--- src/rtl/reg_share_arbiter.sv ---
// Round-robin arbiter that loads one shared holding register from NUM_REQ writers,
// with an optional bounded lock that lets the current owner issue back-to-back writes.
module reg_share_arbiter #(
    parameter int unsigned WIDTH    = 8,
    parameter int unsigned NUM_REQ  = 4,
    parameter int unsigned ID_W     = 2,
    parameter int unsigned LOCK_MAX = 16
) (
    input  logic                     clk,
    input  logic                     reset,
    input  logic [NUM_REQ-1:0]       req,
    input  logic [NUM_REQ-1:0]       lock,
    input  logic [NUM_REQ*WIDTH-1:0] data_in,
    output logic [NUM_REQ-1:0]       grant,
    output logic [WIDTH-1:0]         out,
    output logic [ID_W-1:0]          owner,
    output logic                     out_valid,
    output logic                     locked
);

    localparam int unsigned CntW = (LOCK_MAX > 1) ? $clog2(LOCK_MAX) : 1;
    localparam logic [CntW-1:0] LastCnt = CntW'(LOCK_MAX - 1);

    typedef enum logic [0:0] {StIdle, StLocked} state_e;

    state_e              state_q, state_d;
    logic [ID_W-1:0]     rr_ptr_q, rr_ptr_d;
    logic [CntW-1:0]     lock_cnt_q, lock_cnt_d;
    logic [WIDTH-1:0]    out_q, out_d;
    logic [ID_W-1:0]     owner_q, owner_d;
    logic [NUM_REQ-1:0]  grant_q, grant_d;
    logic                out_valid_q, out_valid_d;

    logic                win_found;
    logic [ID_W-1:0]     win_idx;

    function automatic logic [ID_W-1:0] next_ptr(input logic [ID_W-1:0] p);
        if (32'(p) == NUM_REQ - 1) begin
            return '0;
        end
        return p + 1'b1;
    endfunction

    // First requester at or after rr_ptr, wrapping modulo NUM_REQ.
    always_comb begin
        win_found = 1'b0;
        win_idx   = '0;
        for (int unsigned k = 0; k < NUM_REQ; k++) begin
            logic [ID_W-1:0] cand;
            cand = ID_W'((32'(rr_ptr_q) + k) % NUM_REQ);
            if (!win_found && req[cand]) begin
                win_found = 1'b1;
                win_idx   = cand;
            end
        end
    end

    always_comb begin
        state_d     = state_q;
        rr_ptr_d    = rr_ptr_q;
        lock_cnt_d  = lock_cnt_q;
        out_d       = out_q;
        owner_d     = owner_q;
        grant_d     = '0;
        out_valid_d = 1'b0;

        unique case (state_q)
            StIdle: begin
                if (win_found) begin
                    out_d          = data_in[32'(win_idx)*WIDTH +: WIDTH];
                    owner_d        = win_idx;
                    grant_d[win_idx] = 1'b1;
                    out_valid_d    = 1'b1;
                    rr_ptr_d       = next_ptr(win_idx);
                    if (lock[win_idx]) begin
                        state_d    = StLocked;
                        lock_cnt_d = '0;
                    end
                end
            end
            StLocked: begin
                if (req[owner_q]) begin
                    out_d            = data_in[32'(owner_q)*WIDTH +: WIDTH];
                    grant_d[owner_q] = 1'b1;
                    out_valid_d      = 1'b1;
                end
                // Exit edge never arbitrates; others compete from the next edge on.
                if (!lock[owner_q] || lock_cnt_q == LastCnt) begin
                    state_d    = StIdle;
                    lock_cnt_d = '0;
                    rr_ptr_d   = next_ptr(owner_q);
                end else begin
                    lock_cnt_d = lock_cnt_q + 1'b1;
                end
            end
            default: state_d = StIdle;
        endcase
    end

    always_ff @(posedge clk or posedge reset) begin
        if (reset) begin
            state_q     <= StIdle;
            rr_ptr_q    <= '0;
            lock_cnt_q  <= '0;
            out_q       <= '0;
            owner_q     <= '0;
            grant_q     <= '0;
            out_valid_q <= 1'b0;
        end else begin
            state_q     <= state_d;
            rr_ptr_q    <= rr_ptr_d;
            lock_cnt_q  <= lock_cnt_d;
            out_q       <= out_d;
            owner_q     <= owner_d;
            grant_q     <= grant_d;
            out_valid_q <= out_valid_d;
        end
    end

    assign grant     = grant_q;
    assign out       = out_q;
    assign owner     = owner_q;
    assign out_valid = out_valid_q;
    assign locked    = (state_q == StLocked);

endmodule
--- config.mk ---
export PLATFORM = sky130hd
export DESIGN_NAME = reg_share_arbiter
export DESIGN_NICKNAME = d
export VERILOG_FILES = /design/src/rtl/reg_share_arbiter.sv
export SDC_FILE = /design/constraint.sdc
export NUM_CORES = 1
export LEC_CHECK = 0
export ABC_AREA = 1
export BUFFER_PORTS_ARGS = -buffer_cell sky130_fd_sc_hd__buf_2
export CORE_UTILIZATION = 25
export CTS_CLUSTER_DIAMETER = 200
export DETAILED_ROUTE_END_ITERATION = 8
export GPL_ROUTABILITY_DRIVEN = 0
export PLACE_DENSITY = 0.5
export SLEW_MARGIN = 20
export SYNTH_ARGS = -nofsm -noshare
export SYNTH_HDL_FRONTEND = slang
export SYNTH_SLANG_ARGS = --single-unit
--- constraint.sdc ---
create_clock -name clk -period 2.7 [get_ports clk]
set_clock_uncertainty 0.15 [all_clocks]
set_input_delay 0.405 -clock clk [delete_from_list [all_inputs] [get_ports clk]]
set_output_delay 0.405 -clock clk [all_outputs]
set_load 0.02 [all_outputs]
==> results of run 1 <==
sequential cells by signal, summed over array words and instances, names as in the netlist:
name and cells:
locked 1, lock_cnt_q 4, owner 2, out 8, rr_ptr_q 2, out_valid 1
grant 4
critical path: stages (launching register included):
cell and delay, ps:
dfrtp_1 620, nand2_1 140, nand3_1 150, nand2_2 120, nor2_8 150, nand3_4 120
nand3_4 180, nand2_8 130, nand2_8 180, nand2_1 70, nand3_1 100, nand2_1 80
nand2_1 70, nand2_1 50
stage by stage:
stage	std cells	setup slack, ps
global route	439	118.2
CTS	439	299.5
detailed placement	435	331.4
global placement	435	349.5
finish	439	287.9
floorplan	284	719.9
report_power, final:
part | switching (uW) | internal (uW) | total [uW]
Clock | 113 | 130 | 243
Combinational | 1670 | 788 | 2460
Sequential | 128 | 485 | 612
Yosys cell counts:
library cell / n
a21oi_1: 3
a31oi_1: 1
a32o_1: 3
a32oi_1: 1
buf_12: 1
buf_6: 2
clkbuf_1: 3
dfrtp_1: 22
ha_1: 9
inv_1: 48
inv_2: 2
inv_8: 1
nand2_1: 90
nand2_2: 20
nand2_4: 1
nand2_8: 2
nand3_1: 48
nand3_2: 1
nand3_4: 2
nand4_1: 3
nor2_1: 5
nor2_8: 1
o21ai_0: 10
o21ai_1: 1
o22ai_1: 1
or2_2: 1
xnor2_1: 1
xor2_1: 1
final timing paths:
path / from / cells past startpoint / endpoint / slack [ps]
worst max-delay path: rr_ptr_q[0]$_DFFE_PP0P_ / 13 / out[4]$_DFFE_PP0P_ / 290
worst min-delay path: reset / 2 / owner[1]$_DFFE_PP0P_ / 160
worst max register to register: rr_ptr_q[0]$_DFFE_PP0P_ / 13 / out[4]$_DFFE_PP0P_ / 290
worst min register to register: out[3]$_DFFE_PP0P_ / 2 / out[3]$_DFFE_PP0P_ / 330
max in group asynchronous: reset / 2 / grant[2]$_DFF_PP0_ / 1700
min in group clk: out[3]$_DFFE_PP0P_ / 2 / out[3]$_DFFE_PP0P_ / 330
routing by layer:
layer | GRT usage | wire, um | vias to the layer above
met5 | 0 | 0 | -
met4 | 0.03463 | 60 | 0
met3 | 0.01737 | 180 | 6
met2 | 0.2156 | 2345 | 46
met1 | 0.1682 | 2296 | 867
li1 | - | - | 1005
logic make-up (layout without fill, tap and decap cells):
kind of cell / count (synthesis) / count (layout)
compound gates: 20 / 20
xor+xnor: 2 / 2
buf+inv: 57 / 113
simple gates: 174 / 174
fa+ha+maj: 9 / 9
flops: 22 / 22
cell type report:
class	count	area (sq um)	area share
Sequential cell	22	550.5	0.2357
Clock buffer	4	55.05	0.02357
Timing Repair Buffer	58	292.8	0.1253
Inverter	51	198.9	0.08516
Multi-Input combinational cell	205	1115	0.4772
Tap cell	99	123.9	0.05303
==> out/qor.yml, run 1 <==
power:
  power_density_nw_per_um2: 1417
  irDropWorstVdd_mv: 0.4368
  finalPower_uw: 3311
  p_leak_uw: 0.001397
routing:
  viasPerCell: 4.383
  finalWirelength_um: 4882
  drtAntennaViolNets: 0
  drt-pass1-iter-count: 4
  post-route-drc-count: 0
  vias: 1924
  drt_iter0_markers: 76
  wl_per_cell_um: 11.12
final_layout:
  drive_above_1_share: 0.2735
  area_growth_syn_to_layout_pct: 21.79
  final_common_cell: "nand2_1"
  n_antenna_cell: 0
  final_util: 0.3187
  final_nets: 392
  fin_area_sq_um: 2336
  fillers: 806
  layout_common_cells: "nand2_1 (90), buf_2 (57), inv_1 (48), nand3_1 (48), dfrtp_1 (22)"
sta:
  fin_setup_tns_ps: 0
  fmax_mhz: 414.6
  drv_slew: 0
  period_needed_ps: 2412
  final_hold_viol_count: 0
  timing.hold.ws_ps: 157.2
  setup_violations: 0
  relSlewSlack: 0.4192
  timing.final.crit_share: 0.8934
  rsz0062_at_grt: "no"
  worstMarginPinSlew_ps: 870.3
grt:
  grt_remaining_overflow: 0
  grt_max_degree: 23
  antenna_found_initial: 0
  grt_first_pass_wirelength_um: 7893
  grt_usage: 0.1267
  grt_pass1_vias: 1742
logic_synthesis:
  synth_top_area_share: 0.2870
  synth_mux_area_frac: 0
  syn_inst: 284
  synth_compound_area_frac: 0.06327
  synthSimpleGateAreaFrac: 0.4501
  syn-num-nets: 335
  synth_area_leaders: "dfrtp_1 (29%), nand2_1 (18%), nand3_1 (13%)"
  yosysWarnings: 0
  syn_avg_cell_area_sq_um: 6.754
  synth.ff_latch_count: 22
  synth_top_family_by_area: "simple AND/OR/NAND/NOR gates"
  yosysTopAreaCell: "dfrtp_1"
  synthAdderAreaFrac: 0.05871
  seq_area_frac_synth: 0.2870
  synthXorXnorAreaFrac: 0.009132
  post_synth_num_cell_types: 28
  netlist_area_sq_um: 1918
clock_network:
  clkSinkCount: 22
  h-tree-depth: 1
  cts_setup_buffers: 0
  ctsRootBufferMaster: "clkbuf_8"
  clk_latency_ps: 270
  cts-buffers-inserted: 3
  clkTransAtPathRegs_ps: 90
  cts-hold-fix-buffers: 0
  clockBufferDepth: 2
  cts_tree: "built"
  post_cts_resized: 0
setup_path:
  cp-end-kind: "flop"
  startpoint_type: "flop"
  path_max_fanout: 17
  path_class: "flop to flop"
  crit_arrival_ps: 2420
  worstPathRequired_ps: 2710
die:
  die-height_um: 89.59
  die_w_um: 89.59
  core_area_sq_um: 7331
  initial_core_util: 0.2616
  io-pin-count: 58
  die-area_sq_um: 8026
  rows: 31
hold_path:
  holdCritPathClass: "input pin to asynchronous set/reset pin"
placed_design:
  place_area_sq_um: 2281
  hpwl_um: 3975
  port_buffers: 57
run:
  cap_violations: 0
run_status:
  status: "completed"
No activity file was read; power rests on OpenSTA's default activity.
==> run 2: changes to the inputs <==
--- a/config.mk
+++ b/config.mk
@@ -12,6 +12,7 @@
 export DETAILED_ROUTE_END_ITERATION = 8
 export GPL_ROUTABILITY_DRIVEN = 0
 export PLACE_DENSITY = 0.5
+export SETUP_SLACK_MARGIN = 0.4
 export SLEW_MARGIN = 20
 export SYNTH_ARGS = -nofsm -noshare
 export SYNTH_HDL_FRONTEND = slang
==> run 2 against run 1 <==
Compared with the run above: power increased by 18%; hold slack gained 2.0 ps; largest cell class unchanged; routed wire length rose by 8.6%; critical path depth is 1 higher; largest power group unchanged; clock power is essentially flat.
==> out/qor.yml, run 2 (same netlist as run 1, synthesis figures left out) <==
final_layout:
  fin_area_sq_um: 2599
  largest_reg_flops: 8
  final_nets: 409
  stdcell_count: 456
  layout_common_cells: "nand2_1 (77), buf_2 (57), inv_1 (48), nand3_1 (43), nand2_2 (26)"
  drive_above_1_share: 0.3669
  n_antenna_cell: 0
  final_common_cell: "nand2_1"
  area_growth_syn_to_layout_pct: 35.49
run_status:
  status: "completed"
setup_path:
  path_cells: "buf_6, nand2_1, nand2_2, buf_4, nand2_1, o21ai_2, nand3_4, nand3_4, nand2_8, nand2_8, buf_8, buf_4, nand2_1, o22ai_1"
  startpoint_type: "flop"
  crit_top_cell: "nand2_1"
  timing.critical_path.buf_inv: 4
  path_max_fanout: 8
  crit-reg2reg-launch: "rr_ptr_q[0]$_DFFE_PP0P_"
  crit_arrival_ps: 2230
  cp_slowest_cell: "dfrtp_2"
  worstPathRequired_ps: 2690
  cp_slowest_stage_delay_ps: 490
  path_class: "flop to flop"
  startpoint: "rr_ptr_q[0]$_DFFE_PP0P_"
  critical_path.top_delay_family: "simple AND/OR/NAND/NOR gates"
  cp-end-kind: "flop"
power:
  p_switching_uw: 2148
  switching_share: 0.5491
  irDropWorstVdd_mv: 0.5030
  power_density_nw_per_um2: 1505
  p_leak_uw: 0.001523
  internal-power_uw: 1763
  finalPower_uw: 3911
  p_seq_frac: 0.158
  p_clk_frac: 0.062
  p_comb_frac: 0.780
clock_network:
  clkTransAtPathRegs_ps: 90
  ctsRootBufferMaster: "clkbuf_8"
  cts-buffers-inserted: 3
  clkSinkCount: 22
  cts-hold-fix-buffers: 0
  clockBufferDepth: 2
  clk_latency_ps: 270
  h-tree-depth: 1
  cts_tree: "built"
placed_design:
  port_buffers: 57
  hpwl_um: 3975
  place_area_sq_um: 2281
  dp_cells: 435
die:
  initial_core_util: 0.2616
  die_w_um: 89.59
  rows: 31
  die-height_um: 89.59
  io-pin-count: 58
  core_area_sq_um: 7331
  die-area_sq_um: 8026
sta:
  rsz0062_at_grt: "yes"
  relSlewSlack: 0.4199
  fin_setup_tns_ps: 0
  period_needed_ps: 2243
  drv_slew: 0
  worstMarginPinSlew_ps: 869.3
  final_hold_viol_count: 0
  setup_violations: 0
  timing.hold.ws_ps: 159.2
  timing.final.crit_share: 0.8307
  fmax_mhz: 445.9
run:
  cap_violations: 0
routing:
  post-route-drc-count: 0
  finalWirelength_um: 5304
  viasPerCell: 4.434
  drt_iter0_markers: 59
  vias: 2022
  drt-pass1-iter-count: 4
  drtAntennaViolNets: 0
  wl_per_cell_um: 11.63
grt:
  grt_pass1_vias: 1742
  grt_remaining_overflow: 0
  grt_usage: 0.1267
  grt_max_degree: 23
  antenna_found_initial: 0
  grt_first_pass_wirelength_um: 7893
hold_path:
  holdCritPathClass: "input pin to asynchronous set/reset pin"
-- run 2: repair_timing --
| item | in CTS | in global routing |
|---|---|---|
| gates resized for setup | 1 | 38 |
| cloned | 0 | 1 |
| pin swaps | 0 | 22 |
| endpoints found under the setup margin | 9 | 15 |
| setup buffers | 0 | 16 |
-- run 2: layout make-up --
type / count / area [sq um]
Sequential cell: 22 / 553.0
Clock buffer: 4 / 55.05
Inverter: 51 / 201.4
Tap cell: 99 / 123.9
Multi-Input combinational cell: 206 / 1230
Timing Repair Buffer: 74 / 435.4
Fill cell: 791 / 4732
-- run 2: layer usage --
metal | wire [um] | vias up | global-route usage | part of all wire
met4 | 56 | 0 | 0.03463 | 0.011
li1 | - | 1042 | - | -
met3 | 206 | 6 | 0.01737 | 0.039
met5 | 0 | - | 0 | 0
met2 | 2628 | 46 | 0.2156 | 0.50
met1 | 2413 | 928 | 0.1682 | 0.45
-- run 2: worst paths after layout --
path	slack, ps	depth (start not counted)	end
setup / recovery	460	14	rr_ptr_q[0]$_DFFE_PP0P_
setup reg to reg	460	14	rr_ptr_q[0]$_DFFE_PP0P_
hold reg to reg	330	2	out[3]$_DFFE_PP0P_
hold / removal	160	2	grant[0]$_DFF_PP0_
max in group asynchronous	1650	2	rr_ptr_q[0]$_DFFE_PP0P_
min in group clk	330	2	out[3]$_DFFE_PP0P_
-- run 2: power groups by stage --
stage	Clock [uW]	Combinational [uW]	Sequential (uW)
finish	242	3050	618
global route	265	3390	634
CTS	251	2480	616
detailed placement	0	2470	622
global placement	0	2500	621
floorplan	0	1900	713
-- run 2: stage by stage --
stage	utilization	worst slack (ps)
floorplan	-	719.9
global placement	0.3111	349.5
detailed placement	0.3111	331.4
CTS	0.3188	410.0
global route	0.3545	346.2
finish	0.3545	457.2
==> run 3: changes to the inputs <==
==> constraint.sdc (replaced) <==
create_clock -name clk -period 2.2 [get_ports clk]
set_clock_uncertainty 0.15 [all_clocks]
set_input_delay 0.33 -clock clk [delete_from_list [all_inputs] [get_ports clk]]
set_output_delay 0.33 -clock clk [all_outputs]
set_load 0.02 [all_outputs]
==> run 3 against run 2 <==
Compared with the run above: the flow now finishes with violations (negative setup slack); non-clock buffer count up 18; setup slack worse by 470 ps; core utilization up 5.4 points; routed wire length up 13%.
==> out/qor.yml, run 3 (same netlist as run 1, synthesis figures left out) <==
grt:
  grt_pass1_vias: 1958
  antenna_found_initial: 0
  grt_first_pass_wirelength_um: 9039
  grt_usage: 0.1443
  grt_max_degree: 23
  grt_remaining_overflow: 0
setup_path:
  path_class: "flop to flop"
  crit_arrival_ps: 2240
  rrSetupSlack_ps: -9
  critical_path.top_delay_family: "simple AND/OR/NAND/NOR gates"
  cp_slowest_cell: "dfrtp_2"
  cp_slowest_stage_delay_ps: 440
  path_max_fanout: 6
  path_cells: "buf_12, nand2_1, nand2_4, nand2_2, nand2_4, nor2_8, nand3_4, nand3_4, buf_4, inv_2, ha_4, nand2_1, a31oi_1"
  rr_worst_depth: 13
  worstPathRequired_ps: 2230
  reg2reg_to: "rr_ptr_q[1]$_DFFE_PP0P_"
  crit-reg2reg-launch: "rr_ptr_q[0]$_DFFE_PP0P_"
  timing.critical_path.buf_inv: 3
  crit_cells: 13
  startpoint_type: "flop"
  cp-end-kind: "flop"
final_layout:
  largest_reg_flops: 8
  final_common_cell: "nand2_1"
  final_nets: 429
  n_antenna_cell: 0
  drive_above_1_share: 0.4748
  area_growth_syn_to_layout_pct: 56.16
  final_util: 0.4086
  fin_area_sq_um: 2995
  layout_common_cells: "nand2_1 (66), buf_2 (57), inv_1 (46), nand2_2 (33), nand3_1 (29)"
routing:
  dr_wl_met3_um: 219
  vias: 2105
  drtAntennaViolNets: 0
  highest_layer: "met4"
  post-route-drc-count: 0
  finalWirelength_um: 5993
  met1Wirelength_um: 2767
  viasPerCell: 4.422
  met2_length_um: 2970
  drt_iter0_markers: 116
  drt-pass1-iter-count: 4
  wl_per_cell_um: 12.59
die:
  rows: 31
  core_area_sq_um: 7331
  die_w_um: 89.59
  initial_core_util: 0.2616
  die-height_um: 89.59
  io-pin-count: 58
  die-area_sq_um: 8026
placed_design:
  place_area_sq_um: 2481
  port_buffers: 57
  hpwl_um: 4335
hold_path:
  min_to: "out[7]$_DFFE_PP0P_"
  holdCritPathClass: "input pin to flop"
  hp-start: "data_in[23]"
  min_path_cells: 7
run_status:
  violations: "negative setup slack"
  status: "finished with violations"
sta:
  drv_slew: 0
  fmax_mhz: 452.7
  worstMarginPinSlew_ps: 525.7
  setup_violations: 1
  timing.final.crit_share: 1.004
  rsz0062_at_grt: "yes"
  setup_slack_ps: -8.806
  relSlewSlack: 0.6458
  period_needed_ps: 2209
  final_hold_viol_count: 0
clock_network:
  clockBufferDepth: 2
  h-tree-depth: 1
  clkSinkCount: 22
  clkTransAtPathRegs_ps: 80
  cts-buffers-inserted: 3
  clk_latency_ps: 260
  cts_tree: "built"
  ctsRootBufferMaster: "clkbuf_8"
run:
  cap_violations: 0
[run 3: routing by layer]
layer,up-vias,global-route usage
li1,1083,-
met1,967,0.2080
met2,51,0.2397
met3,4,0.01463
met4,0,0.01732
met5,-,0
[run 3: stage by stage]
stage          setup WS (ps)  setup TNS [ps]  hold WS [ps]  cells
2_1_floorplan          267.9               0         169.2    284
3_3_place_gp          -109.9          -941.4         244.3    455
3_5_place_dp          -122.8           -1269         237.0    455
4_1_cts                89.57               0         321.0    469
5_1_grt               -108.0           -1100         348.5    476
6_report              -8.806          -8.806         321.9    476
[run 3: worst register-to-register path, delay by kind of cell, from the launching register on]
| family | cells | cell delay (ps) |
|---|---|---|
| adder cells (fa/ha/maj) | 1 | 250 |
| AO/OA/AOI/OAI | 1 | 180 |
| buffers and inverters | 3 | 330 |
| flip-flops | 1 | 440 |
| AND/OR/NAND/NOR | 8 | 780 |
[run 3: layout make-up]
| cell class | instances | area, sq um |
|---|---|---|
| Fill cell | 739 | 4335 |
| Multi-Input combinational cell | 207 | 1414 |
| Timing Repair Buffer | 92 | 613.1 |
| Sequential cell | 22 | 553.0 |
| Inverter | 51 | 211.5 |
| Tap cell | 99 | 123.9 |
| Clock buffer | 3 | 41.29 |
| Clock inverter | 1 | 30.03 |
| Timing Repair inverter | 1 | 8.758 |
[run 3: worst max-delay path by stage]
stage                                         end  slack (ps)               startpoint
after global routing           out[1]$_DFFE_PP0P_        -110  rr_ptr_q[0]$_DFFE_PP0P_
after CTS                      out[4]$_DFFE_PP0P_          90  rr_ptr_q[0]$_DFFE_PP0P_
after detailed placement       out[4]$_DFFE_PP0P_        -120  rr_ptr_q[0]$_DFFE_PP0P_
after floorplan                out[2]$_DFFE_PP0P_         270  rr_ptr_q[0]$_DFFE_PP0P_
final                     rr_ptr_q[1]$_DFFE_PP0P_          -9  rr_ptr_q[0]$_DFFE_PP0P_
after global placement         out[3]$_DFFE_PP0P_        -110  rr_ptr_q[0]$_DFFE_PP0P_
[run 3: timing repair]
item	in CTS	in global routing
pin swaps	12	28
gates resized for setup	20	51
hold buffers	1	0
endpoints found under the hold margin	22	0
buffers inserted	7	5
endpoints found under the setup margin	22	22
cloned	2	2
Power of run 3 is not shown: default switching activity piles up to over one toggle a cycle in this logic, so the estimate is an artifact.
